**src/rtl/eth_fcs_strip.sv**
```systemverilog
// eth_fcs_strip
//   Receives buffered Ethernet frames (destination MAC first, with no
//   preamble or SFD) as a byte stream. It checks the CRC-32 FCS, removes
//   the four FCS bytes and forwards the payload. The last payload byte
//   carries a per-frame error flag. Frames of 4 bytes or fewer (runts)
//   are dropped and counted.
//
// Ports
//   Clk, Rst_n                 clock, asynchronous active-low reset
//   Input_data/valid/last      byte stream from gmii_buffer
//   Input_ready                a beat is accepted when Input_valid && Input_ready
//   Output_data/valid/last     payload stream; single registered output stage
//   Output_error               FCS mismatch, meaningful only with Output_last
//   Output_ready               downstream accepts the beat
//   Status_frame_count         frames forwarded, good or bad
//   Status_fcs_error_count     forwarded frames with Output_error=1
//   Status_runt_count          dropped frames of 4 or fewer bytes
module eth_fcs_strip #(
  parameter int COUNTER_WIDTH = 32
) (
  input  logic                     Clk,
  input  logic                     Rst_n,
  input  logic [7:0]               Input_data,
  input  logic                     Input_valid,
  input  logic                     Input_last,
  output logic                     Input_ready,
  output logic [7:0]               Output_data,
  output logic                     Output_valid,
  output logic                     Output_last,
  output logic                     Output_error,
  input  logic                     Output_ready,
  output logic [COUNTER_WIDTH-1:0] Status_frame_count,
  output logic [COUNTER_WIDTH-1:0] Status_fcs_error_count,
  output logic [COUNTER_WIDTH-1:0] Status_runt_count
);

  localparam logic [31:0] CRC_INIT    = 32'hFFFF_FFFF;
  localparam logic [31:0] CRC_POLY    = 32'hEDB8_8320;
  localparam logic [31:0] CRC_RESIDUE = 32'hDEBB_20E3;
  localparam logic [COUNTER_WIDTH-1:0] CNT_ONE = {{(COUNTER_WIDTH-1){1'b0}}, 1'b1};

  // Reflected CRC-32, one byte at a time, least significant bit first.
  function automatic logic [31:0] crc32_byte(input logic [31:0] crc, input logic [7:0] data);
    logic [31:0] c;
    c = crc ^ {24'h00_0000, data};
    for (int i = 0; i < 8; i++) begin
      c = c[0] ? ({1'b0, c[31:1]} ^ CRC_POLY) : {1'b0, c[31:1]};
    end
    return c;
  endfunction

  logic [31:0]              sr_r;          // delay line; [31:24] holds the oldest byte
  logic [2:0]               fill_r;        // bytes held in sr_r, 0..4
  logic [31:0]              crc_r;
  logic [7:0]               out_data_r;
  logic                     out_valid_r;
  logic                     out_last_r;
  logic                     out_error_r;
  logic [COUNTER_WIDTH-1:0] frame_cnt_r;
  logic [COUNTER_WIDTH-1:0] fcs_err_cnt_r;
  logic [COUNTER_WIDTH-1:0] runt_cnt_r;

  logic        in_ready_s;
  logic        accept_s;
  logic        full_s;
  logic        out_xfer_s;
  logic [31:0] crc_next_s;
  logic        good_s;

  // Handshake qualifiers and CRC lookahead including the byte being accepted.
  always_comb begin
    in_ready_s = 1'b0;
    if (Rst_n) begin
      in_ready_s = !out_valid_r || Output_ready;
    end else begin
      in_ready_s = 1'b0;
    end
    accept_s   = Input_valid && in_ready_s;
    full_s     = (fill_r == 3'd4);
    out_xfer_s = out_valid_r && Output_ready;
    crc_next_s = crc32_byte(crc_r, Input_data);
    good_s     = (crc_next_s == CRC_RESIDUE);
  end

  // Delay line, CRC accumulator and output register.
  always_ff @(posedge Clk or negedge Rst_n) begin
    if (!Rst_n) begin
      sr_r        <= 32'h0000_0000;
      fill_r      <= 3'd0;
      crc_r       <= CRC_INIT;
      out_data_r  <= 8'h00;
      out_valid_r <= 1'b0;
      out_last_r  <= 1'b0;
      out_error_r <= 1'b0;
    end else begin
      // The output register is loaded only when the delay line is full, so
      // the four most recent bytes (the FCS at frame end) are never emitted.
      if (accept_s && full_s) begin
        out_data_r  <= sr_r[31:24];
        out_valid_r <= 1'b1;
        out_last_r  <= Input_last;
        out_error_r <= Input_last && !good_s;
      end else if (out_xfer_s) begin
        out_valid_r <= 1'b0;
      end

      if (accept_s) begin
        if (Input_last) begin
          // Return to start-of-frame so the next byte can follow immediately.
          sr_r   <= 32'h0000_0000;
          fill_r <= 3'd0;
          crc_r  <= CRC_INIT;
        end else begin
          sr_r   <= {sr_r[23:0], Input_data};
          fill_r <= full_s ? fill_r : (fill_r + 3'd1);
          crc_r  <= crc_next_s;
        end
      end
    end
  end

  // Status counters, updated on the beat that ends a frame.
  always_ff @(posedge Clk or negedge Rst_n) begin
    if (!Rst_n) begin
      frame_cnt_r   <= '0;
      fcs_err_cnt_r <= '0;
      runt_cnt_r    <= '0;
    end else if (accept_s && Input_last) begin
      if (full_s) begin
        frame_cnt_r <= frame_cnt_r + CNT_ONE;
        if (!good_s) begin
          fcs_err_cnt_r <= fcs_err_cnt_r + CNT_ONE;
        end
      end else begin
        runt_cnt_r <= runt_cnt_r + CNT_ONE;
      end
    end
  end

  assign Input_ready            = in_ready_s;
  assign Output_data            = out_data_r;
  assign Output_valid           = out_valid_r;
  assign Output_last            = out_last_r;
  assign Output_error           = out_error_r;
  assign Status_frame_count     = frame_cnt_r;
  assign Status_fcs_error_count = fcs_err_cnt_r;
  assign Status_runt_count      = runt_cnt_r;

endmodule

```
**config.mk**
```make
export PLATFORM = sky130hd
export DESIGN_NAME = eth_fcs_strip
export DESIGN_NICKNAME = d
export VERILOG_FILES = /design/src/rtl/eth_fcs_strip.sv
export SDC_FILE = /design/constraint.sdc
export NUM_CORES = 1
export LEC_CHECK = 0
export BUFFER_PORTS_ARGS = -buffer_cell sky130_fd_sc_hd__buf_2
export CELL_PAD_IN_SITES_DETAIL_PLACEMENT = 0
export CELL_PAD_IN_SITES_GLOBAL_PLACEMENT = 1
export CORE_ASPECT_RATIO = 1.2
export CORE_MARGIN = 2
export CORE_UTILIZATION = 30
export CTS_CLUSTER_DIAMETER = 60
export CTS_CLUSTER_SIZE = 24
export DETAILED_ROUTE_END_ITERATION = 6
export GPL_ROUTABILITY_DRIVEN = 0
export GPL_TIMING_DRIVEN = 0
export PLACE_DENSITY_LB_ADDON = 0.2
export SLEW_MARGIN = 40
export SYNTH_ARGS = -nofsm -noshare
export SYNTH_HDL_FRONTEND = slang
export SYNTH_SLANG_ARGS = --single-unit
```
**constraint.sdc**
```tcl
create_clock -name Clk -period 3.25 [get_ports Clk]
set_clock_uncertainty 0.1 [all_clocks]
set_input_delay 0.1625 -clock Clk [delete_from_list [all_inputs] [get_ports Clk]]
set_output_delay 0.1625 -clock Clk [all_outputs]
set_load 0.02 [all_outputs]
```
* Word level (Yosys, flattened, before mapping)
Cells that the tools add are included.
** Storage, ports and cells
- Bits in registers :: 174
- Output and inout bits :: 108
- Input port bits :: 13
** Cells by class
- Reductions and logical operators :: 13
- Bitwise logic cells :: 11
- Equal/unequal tests :: 3
- Add/subtract/negate cells :: 4
- Multiplexer cells :: 15
** Operators by type and width (number)
- $mux W32 :: 10
- $not A13 Y14 :: 8
- $add A32 B1 Y32 const B :: 3
- $eq A32 B32 Y1 const B :: 1
- $xor A32 B8 Y32 :: 1
- $mux W3 :: 2
- $reduce_and A2 Y1 :: 3
- $logic_and A1 B1 Y1 :: 5
- $add A3 B1 Y3 const B :: 1
- $eq A3 B3 Y1 const B :: 1
- $mux W1 :: 3
- $reduce_and A3 Y1 :: 1
- $logic_not A1 Y1 :: 2
- $ne A2 B2 Y1 const B :: 1
- $not A1 Y1 :: 2
- $reduce_bool A2 Y1 :: 1
- $logic_or A1 B1 Y1 :: 1

* Logic depth before layout (Yosys ltp)
Gate-level depths: netlist of run 1.
- Depth in word-level cells :: 20
- Mapped depth :: 11
- Mapped depth without buffers :: 10

* Worst setup path before layout of run 1
Ideal clock, no wire load.
- Path kind :: flip-flop to flip-flop
- Start :: register crc_r[6]
- End :: register fcs_err_cnt_r[1] (netlist: Status_fcs_error_count[1])
- Required time :: 3022 ps
- Arrival time :: 2809 ps
- Library setup time :: 128 ps
- Stages on the path, launching flop included :: 10
- Period minus slack after synthesis :: 3037 ps
- Path slack :: 213 ps
- Path through :: dfstp_2 > xnor2_2 > xor3_2 > or3_1 > a2111o_1 > nand2_1 > nand4_1 > buf_4 > nand2_4 > mux2_1
** On the way
- Longest elaborated chain between the ends :: 14
** Ends and longest elaborated chain
- start, declared :: line 54 : logic [31:0] crc_r;
- start signal, assigned :: line 116 : crc_r <= crc_next_s;
- $xor A32 B8 Y32 (*) :: line 45 : c = crc ^ {24'h00_0000, data};
- $not A13 Y14 (no source line)
- $mux W32 (*) (7 in series) :: line 47 : c = c[0] ? ({1'b0, c[31:1]} ^ CRC_POLY) : {1'b0, c[31:1]};
- $not A13 Y14 (no source line)
- $mux W32 (*) :: line 47
- $eq A32 B32 Y1 (*) :: line 82 : good_s = (crc_next_s == CRC_RESIDUE);
- $not A1 Y1 (no source line) (*)
- $reduce_and A3 Y1 (no source line) (*)
- end signal, assigned :: line 132 : fcs_err_cnt_r <= fcs_err_cnt_r + CNT_ONE;
- end, declared :: line 60 : logic [COUNTER_WIDTH-1:0] fcs_err_cnt_r;
Mark *: on every way between the ends. The rest lies on a longest branch, timed or not.
A chain may end at the register's enable or synchronous reset.

* Worst setup path after layout of run 1
Ends and elaborated chain as after synthesis.

==> results_dict.tcl, run 1 <==
set metrics [dict create \
    die_h_um 188 \
    slowest_delay_ps 600 \
    vias 6292 \
    coreArea_sq_um 27900 \
    grt_max_degree 67 \
    final_cell_area_sq_um 10900 \
    pre_cts_ws_ps -653 \
    end_kind "flop" \
    worst_ep_arrival_time_ps 3390 \
    path_clk_slew_ps 70 \
    synth_async_sr_flop_share_pct 100 \
    setup_violations 0 \
    final_nets 1002 \
    cp_cell_sequence "xnor2_4 -> xor3_2 -> or3_1 -> a2111o_1 -> nand2_1 -> nand4_1 -> buf_6 -> nand2_4 -> mux2_4" \
    ys_ff_latch 174 \
    grt_pass1_wl_mm 34.6 \
    fin_tns_setup_ps 0 \
    crit_fanout 5 \
    vias_per_cell 4.58 \
    cts_root_buffer "clkbuf_16" \
    postPlaceCellArea_sq_um 9650 \
    clock-sinks 174 \
    wirelength_mm 21.7 \
    ys_warn_count 0 \
    io_buffer_count 120 \
    die_area_sq_um 29700 \
    io_pins 121 \
    critPathBufInv 1 \
    fin_ws_ps 81.4 \
    crit_type "flop to flop" \
    post-dp-hpwl_mm 15.4 \
    total_leakage_power_uw 0.00508 \
    final-hold-violation-count 0 \
    syn_nets 821 \
    cp-start-kind "flop" \
    num_rows 67 \
    grt_pass1_vias 6184 \
    drt_iter0_drc 266 \
    period_share_pct 97.5 \
    tightest_slew_ps 653 \
    final_cell_mix "dfrtp_1, nand2_1, buf_2" \
    p_per_area_nw_per_um2 798 \
    yosys.area.top_type "dfrtp_1" \
    avgSynthCellArea_sq_um 10.6 \
    clkLatencyLatePin_ps 440 \
    ant_nets 0 \
    yosysSeqAreaShare_pct 51.7 \
    clockBufferDepth 2 \
    max_freq_mhz 316 \
    drc 0 \
    vdd.ir_drop.worst_uv 355 \
    maxSlewHeadroom_pct 56.5 \
    cts_made_buffers 17 \
    final.min_clock_period_ps 3170 \
    slew_violations 0 \
    ys_top_cells_by_area "dfrtp_1, xnor2_1, dfstp_2, nand2_1, xor2_1" \
    area_growth_pct 27.6 \
    start_util_pct 30.5 \
    syn_area_sq_um 8510 \
    syn_inst 802 \
    power_uw 8660 \
    wire_per_inst_um 15.8 \
    synth_edf_count 0 \
    synth_top_cell_area_share_pct 41.8 \
    grtUsageTotal_pct 15.0 \
    h-tree-depth 4 \
    antenna_cells 0 \
    cts_tree "done" \
    rsz0062_at_grt "yes" \
    maxCapViolations 0 \
    die_w_um 158 \
    drive_gt1_share_pct 25.6 \
    min_path_type "input pin to flop" \
    synth_cell_types 49 \
    layout_commonest_cell "dfrtp_1" \
    crit_required_ps 3480 \
    grt_overflow_total 0 \
    antenna_found_initial 0 \
    path_delay_family "simple AND/OR/NAND/NOR gates" \
    first_pass_iters 4 \
    critPathSlowestCell "dfstp_2" \
    status "complete, no violations" \
    synth_ff_type "dfrtp_1" \
]
==> cell families after synthesis <==
kind of cell / after synthesis / share of synthesized area (%)
AND/OR/NAND/NOR: 324 / 18.0
flip-flops: 174 / 51.7
XOR/XNOR: 169 / 20.7
AO/OA/AOI/OAI: 81 / 5.34
buffers and inverters: 34 / 1.57
multiplexers: 14 / 1.81
adder cells (fa/ha/maj): 6 / 0.883
==> worst register-to-register path: cells and delay by family, from the launching register on <==
kind / cells / cell delay (ps)
xor gates and xnor gates: 2 / 690
and+or+nand+nor: 4 / 760
buffers and inverters: 1 / 240
DFF: 1 / 600
AOI/OAI and AO/OA: 1 / 370
muxes: 1 / 290
==> worst paths after layout <==
check,slack (ps),depth (start not counted),end,start
min in group asynchronous,280,5,crc_r[30],Rst_n
max,80,9,Status_fcs_error_count[1],crc_r[6]
max reg2reg,80,9,Status_fcs_error_count[1],crc_r[6]
min,20,3,Output_valid,Output_ready
min reg2reg,360,1,Status_runt_count[31],Status_runt_count[31]
max in group asynchronous,2210,5,crc_r[2],Rst_n
==> metal layers <==
| metal | track usage [%] | share of wire, % |
|---|---|---|
| met1 | 20.4 | 47 |
| met2 | 23.9 | 48 |
| met3 | 3.27 | 3.9 |
| met4 | 4.62 | 1.1 |
| met5 | 0 | 0 |
==> flip-flops by register name, summed over array words and instances, names as in the netlist <==
| signal | flops |
|---|---|
| Output_data | 8 |
| Status_frame_count | 32 |
| Output_valid | 1 |
| fill_r | 3 |
| crc_r | 32 |
| Status_fcs_error_count | 32 |
| Output_last | 1 |
| Status_runt_count | 32 |
| sr_r | 32 |
| Output_error | 1 |
==> final cells by class <==
class / instances / area (sq um)
Timing Repair Buffer: 162 / 1110
Fill cell: 2802 / 17100
Sequential cell: 174 / 4390
Multi-Input combinational cell: 594 / 4160
Inverter: 8 / 30.0
Buffer: 26 / 110
Clock inverter: 14 / 143
Tap cell: 379 / 474
Clock buffer: 18 / 439
==> cell usage after synthesis (all sizes together), types with 2 or more instances <==
master	n
o22a	4
nand3	46
xnor3	10
xor3	3
clkbuf	23
buf	3
mux2	11
o21ai	37
inv	8
or2	3
xor2	28
nor3b	3
nor3	13
mux2i	3
ha	6
nand4	23
dfrtp	142
and3b	3
or3	4
and3	28
nand2b	4
and2	10
nor4	2
o2111ai	2
xnor2	128
nor2	54
nand2	126
a21oi	30
dfstp	32
==> per-stage QoR <==
step                      cells  util [%]  hold slack, ps
after global placement     1301      34.3             354
after floorplan             802         -            -233
after global routing       1375      38.9            12.7
after CTS                  1356      38.0            1.83
final                      1375      38.9            24.1
after detailed placement   1303      34.6            29.2
==> power breakdown <==
group / internal [uW] / switching [uW] / leakage, uW / total, uW
Sequential: 2580 / 316 / 0.00229 / 2900
Clock: 1150 / 918 / 0.000282 / 2070
Combinational: 1880 / 1810 / 0.00251 / 3690
==> what timing repair did <==
item	CTS	global route
buffers inserted	4	19
setup endpoints to repair	40	44
hold buffers	17	0
gates resized for setup	9	16
pin swaps	3	11
endpoints found under the hold margin	104	0
No activity file was read; power rests on OpenSTA's default activity.
==> run 2, diff against run 1 <==
BUFFER_PORTS_ARGS = not set   (was -buffer_cell sky130_fd_sc_hd__buf_2)
DONT_BUFFER_PORTS = 1   (was not set)
PLACE_DENSITY = 0.54   (was not set)
PLACE_DENSITY_LB_ADDON = not set   (was 0.2)
==> run 2 against run 1 <==
Net effect: the run now ends with hold timing left; critical path type unchanged; flip-flop and latch count unchanged; maximum frequency up 2.8%; final area down 7.1%; worst setup slack better by 86 ps.
==> results_dict.tcl, run 2 (synthesized netlist as in run 1, its figures left out) <==
set metrics [dict create \
    status "finished with violations" \
    violations "hold timing" \
    maxSlewHeadroom_pct 46.1 \
    setup_violations 0 \
    fillers 2783 \
    min_path_type "input pin to async pin" \
    cts_tree "done" \
    crit_required_ps 3490 \
    cp-start-kind "flop" \
    io_pins 121 \
    drc 0 \
    cts_root_buffer "clkbuf_16" \
    area_growth_pct 18.5 \
    wirelength_mm 21.5 \
    postPlaceCellArea_sq_um 8990 \
    num_rows 67 \
    maxCapViolations 0 \
    cts_hold_buf 10 \
    antenna_found_initial 0 \
    die_h_um 188 \
    crit_type "flop to flop" \
    p_per_area_nw_per_um2 860 \
    register_area_sq_um 4390 \
    vias 5715 \
    slew_violations 0 \
    h-tree-depth 4 \
    layout_commonest_cell "dfrtp_1" \
    clock-sinks 174 \
    vdd.ir_drop.worst_uv 546 \
    coreArea_sq_um 27900 \
    ant_nets 0 \
    die_area_sq_um 29700 \
    total_leakage_power_uw 0.00434 \
    critPathBufInv 2 \
    fin_tns_setup_ps 0 \
    cts_made_buffers 17 \
    final.min_clock_period_ps 3080 \
    post-dp-hpwl_mm 14.8 \
    startpoint "crc_r[1]" \
    grt_pass1_wl_mm 34.5 \
    die_w_um 158 \
    multi_input_area_sq_um 4170 \
    antenna_cells 0 \
    drt_iter0_drc 279 \
    grtUsageTotal_pct 15.0 \
    max_freq_mhz 324 \
    wire_per_inst_um 17.2 \
    final_cell_area_sq_um 10100 \
    end_kind "flop" \
    clkLatencyLatePin_ps 440 \
    grt_max_degree 179 \
    reg2reg_from "crc_r[1]" \
    final_cell_mix "dfrtp_1, nand2_1, xnor2_1" \
    clockBufferDepth 2 \
    final_nets 876 \
    utilization_pct 36.1 \
    cp_cell_sequence "xnor2_4 -> xnor2_4 -> xnor2_1 -> or4b_1 -> a22oi_2 -> nand4_1 -> buf_4 -> clkbuf_4 -> nand4_1 -> xnor2_1" \
    power_uw 8670 \
    start_util_pct 30.5 \
    period_share_pct 94.9 \
    tightest_slew_ps 805 \
    worst_ep_arrival_time_ps 3320 \
    first_pass_iters 5 \
    drive_gt1_share_pct 14.7 \
    critPathSlowestCell "dfstp_2" \
    path_delay_family "simple AND/OR/NAND/NOR gates" \
    hold_ws_ps -674 \
    grt_pass1_vias 5939 \
    final-hold-violation-count 174 \
    crit_fanout 10 \
    slowest_delay_ps 650 \
    grt_overflow_total 0 \
    rsz0062_at_grt "yes" \
    vias_per_cell 4.58 \
    path_clk_slew_ps 80 \
    io_buffer_count 0 \
]
run 2: final cells by class:
cell class	count	area share [%]
clock inverters	10	1.35
inverters	8	0.298
repair buffers	36	3.05
flip-flops and latches	174	43.6
well taps	379	4.70
clock buffers	22	4.51
multi-input cells	594	41.4
plain buffers	26	1.09
run 2: report_power, final:
part | leakage (uW) | switching, uW | internal (uW) | total [uW]
registers | 0.00229 | 422 | 2580 | 3000
logic | 0.00177 | 1690 | 1870 | 3560
clock network | 0.000281 | 874 | 1230 | 2100
run 2: repair_timing:
item	in CTS	in global routing
pin swaps	6	9
resized for setup	14	13
buffers inserted	6	20
endpoints found under the setup margin	42	31
hold endpoints to repair	187	174
run 2: per-layer routing:
layer | track usage (%) | wire (um) | up-vias
li1 | - | - | 2819
met1 | 18.9 | 9390 | 2752
met2 | 24.6 | 10400 | 124
met3 | 4.74 | 1420 | 20
met4 | 4.51 | 301 | 0
met5 | 0 | 0 | -
run 2: worst reg2reg max path: cells and delay by family (launching register included):
family          cells  cell delay, ps
simple gates        3             880
xor+xnor            4             790
flops               1             650
buf+inv             2             380
compound gates      1             190
run 2: final timing paths:
kind,endpoint,slack (ps),cells past startpoint
min in group Clk,crc_r[2],20,2
min,Status_runt_count[14],-670,0
max reg2reg,Status_fcs_error_count[30],170,10
max in group asynchronous,crc_r[29],3460,0
min reg2reg,sr_r[25],370,2
max,Status_fcs_error_count[30],170,10
run 2: through the flow:
| stage | std cells | worst slack (ps) |
|---|---|---|
| floorplan | 802 | 213 |
| global placement | 1181 | -427 |
| detailed placement | 1181 | -459 |
| CTS | 1229 | 0.438 |
| global route | 1249 | -35.1 |
| finish | 1249 | 167 |
==> run 3, diff against run 2 <==
CORE_UTILIZATION = 45   (was 30)
PLACE_DENSITY = 0.76   (was 0.54)
REMOVE_ABC_BUFFERS = 1   (was not set)
==> run 3 against run 2 <==
Net effect: the flow still finishes with violations (hold timing); count of clock-buffer cells in the layout shrank 1; flip-flop and latch count unchanged; critical endpoint is now Status_fcs_error_count[1]; worst setup slack got worse by 140 ps; largest power group unchanged.
==> results_dict.tcl, run 3 (synthesized netlist as in run 1, its figures left out) <==
set metrics [dict create \
    end_kind "flop" \
    top_layer_used "met4" \
    vias 5794 \
    total_leakage_power_uw 0.00430 \
    crit_fanout 9 \
    drt_iter0_drc 393 \
    cp_cell_sequence "xnor2_4 -> xor3_2 -> or3_1 -> a2111o_1 -> nand2_1 -> nand4_1 -> buf_6 -> buf_4 -> nand2_4 -> mux2_1" \
    cts_root_buffer "clkbuf_16" \
    grt_overflow_total 0 \
    met2_length_mm 9.22 \
    start_util_pct 45.4 \
    io_buffer_count 0 \
    die_h_um 155 \
    antenna_found_initial 0 \
    p_per_area_nw_per_um2 846 \
    path_clk_slew_ps 70 \
    slew_violations 0 \
    clkLatencyLatePin_ps 420 \
    switchingPower_uw 2940 \
    p_int_uw 5410 \
    grt_pass1_wl_mm 30.0 \
    setup_violations 0 \
    area_growth_pct 16.0 \
    cts_made_buffers 17 \
    seq_power_share_pct 35.8 \
    die_w_um 130 \
    vias_per_cell 5.25 \
    first_pass_iters 6 \
    violations "hold timing" \
    ff2ff_setup_slack_ps 20 \
    post-dp-hpwl_mm 11.8 \
    max_freq_mhz 310 \
    wire_per_inst_um 16.7 \
    min_path_type "input pin to async pin" \
    drive_gt1_share_pct 15.8 \
    h-tree-depth 4 \
    coreArea_sq_um 18700 \
    slowest_delay_ps 580 \
    die_area_sq_um 20000 \
    io_pins 121 \
    dr_wl_met3_um 994 \
    vdd.ir_drop.worst_uv 702 \
    power_frac_comb_pct 42.0 \
    wirelength_mm 18.4 \
    final-hold-violation-count 174 \
    tightest_slew_ps 802 \
    final_nets 854 \
    cts_tree "done" \
    grt_max_degree 179 \
    num_rows 55 \
    fin_tns_setup_ps 0 \
    drt-met1-wl_mm 7.81 \
    period_share_pct 99.3 \
    layout_commonest_cell "dfrtp_1" \
    crit_required_ps 3450 \
    critPathSlowestCell "dfstp_2" \
    power.share.clock_pct 22.2 \
    utilization_pct 52.7 \
    maxCapViolations 0 \
    fillers 1663 \
    final.min_clock_period_ps 3230 \
    hold_ws_ps -676 \
    clock-sinks 174 \
    drc 0 \
    grtUsageTotal_pct 18.7 \
    clockBufferDepth 2 \
    status "finished with violations" \
    cp-start-kind "flop" \
    switching_share_pct 35.2 \
    crit_type "flop to flop" \
    final_cell_mix "dfrtp_1, nand2_1, xnor2_1" \
    worst_ep_arrival_time_ps 3430 \
    ant_nets 0 \
    grt_pass1_vias 5886 \
    antenna_cells 0 \
    maxSlewHeadroom_pct 46.5 \
]
==> run 3: changes by cell type in the layout (fill, tap and decap cells not counted), moves of 2 or more <==
cell       delta
clkinv_4      +5
buf_4         -3
clkbuf_1     -24
bufinv_16     -3
nor2_2        +2
buf_6         +2
nor2_1        -2
==> run 3: power by group through the flow <==
stage	Combinational (uW)	Sequential [uW]	Clock [uW]
2_1_floorplan	2460	2910	0
3_3_place_gp	2880	2980	0
3_5_place_dp	2940	3000	0
4_1_cts	3180	2980	1910
5_1_grt	3800	3030	2030
6_report	3510	2990	1860
==> run 3: path summary, 6_finish.rpt <==
check	start	to	cells past startpoint
worst min register to register	sr_r[30]	sr_r[30]	2
worst max register to register	crc_r[6]	Status_fcs_error_count[1]	10
worst min-delay path	Rst_n	Status_fcs_error_count[25]	0
min in group Clk	Input_data[3]	crc_r[27]	3
max in group asynchronous	Rst_n	crc_r[13]	0
worst max-delay path	crc_r[6]	Status_fcs_error_count[1]	10
==> run 3: area by class of cell <==
| class | count | area (sq um) | share of cell area [%] |
|---|---|---|---|
| multi-input cells | 595 | 4220 | 42.8 |
| well taps | 256 | 320 | 3.25 |
| repair buffers | 39 | 364 | 3.69 |
| clock inverters | 11 | 86.3 | 0.875 |
| flip-flops and latches | 174 | 4390 | 44.5 |
| inverters | 8 | 30.0 | 0.304 |
| clock buffers | 21 | 450 | 4.56 |
==> run 3: timing repair <==
| item | in CTS | in global routing |
|---|---|---|
| setup endpoints to repair | 37 | 25 |
| gates resized for setup | 10 | 17 |
| cloned | 1 | 0 |
| pin swaps | 7 | 7 |
| endpoints found under the hold margin | 206 | 175 |
| setup buffers | 12 | 11 |
| hold buffers | 10 | 1 |
==> run 3: worst max-delay path, delay by kind of cell, from the launching register on <==
family          cells  cell delay, ps
compound gates      1             430
xor+xnor            2             670
buf+inv             2             320
flops               1             580
mux                 1             330
simple gates        4             680
==> run 3: metrics by stage <==
stage               instance area [sq um]  total power [uW]  setup slack (ps)  hold slack (ps)  cells
floorplan                            8400              5380              -761             -233    776
global placement                     8720              5860             -2140             -229   1032
detailed placement                   8820              5940              -771             -228   1037
CTS                                  9640              8070              2.13             -688   1092
global route                         9870              8860             -55.7             -704   1104
finish                               9870              8350              22.5             -676   1104
==> run 3: metal layers <==
layer | vias to the layer above | GRT usage [%]
met5 | - | 0
met4 | 0 | 6.55
met3 | 30 | 4.98
met2 | 147 | 30.8
met1 | 2828 | 23.8
li1 | 2789 | -
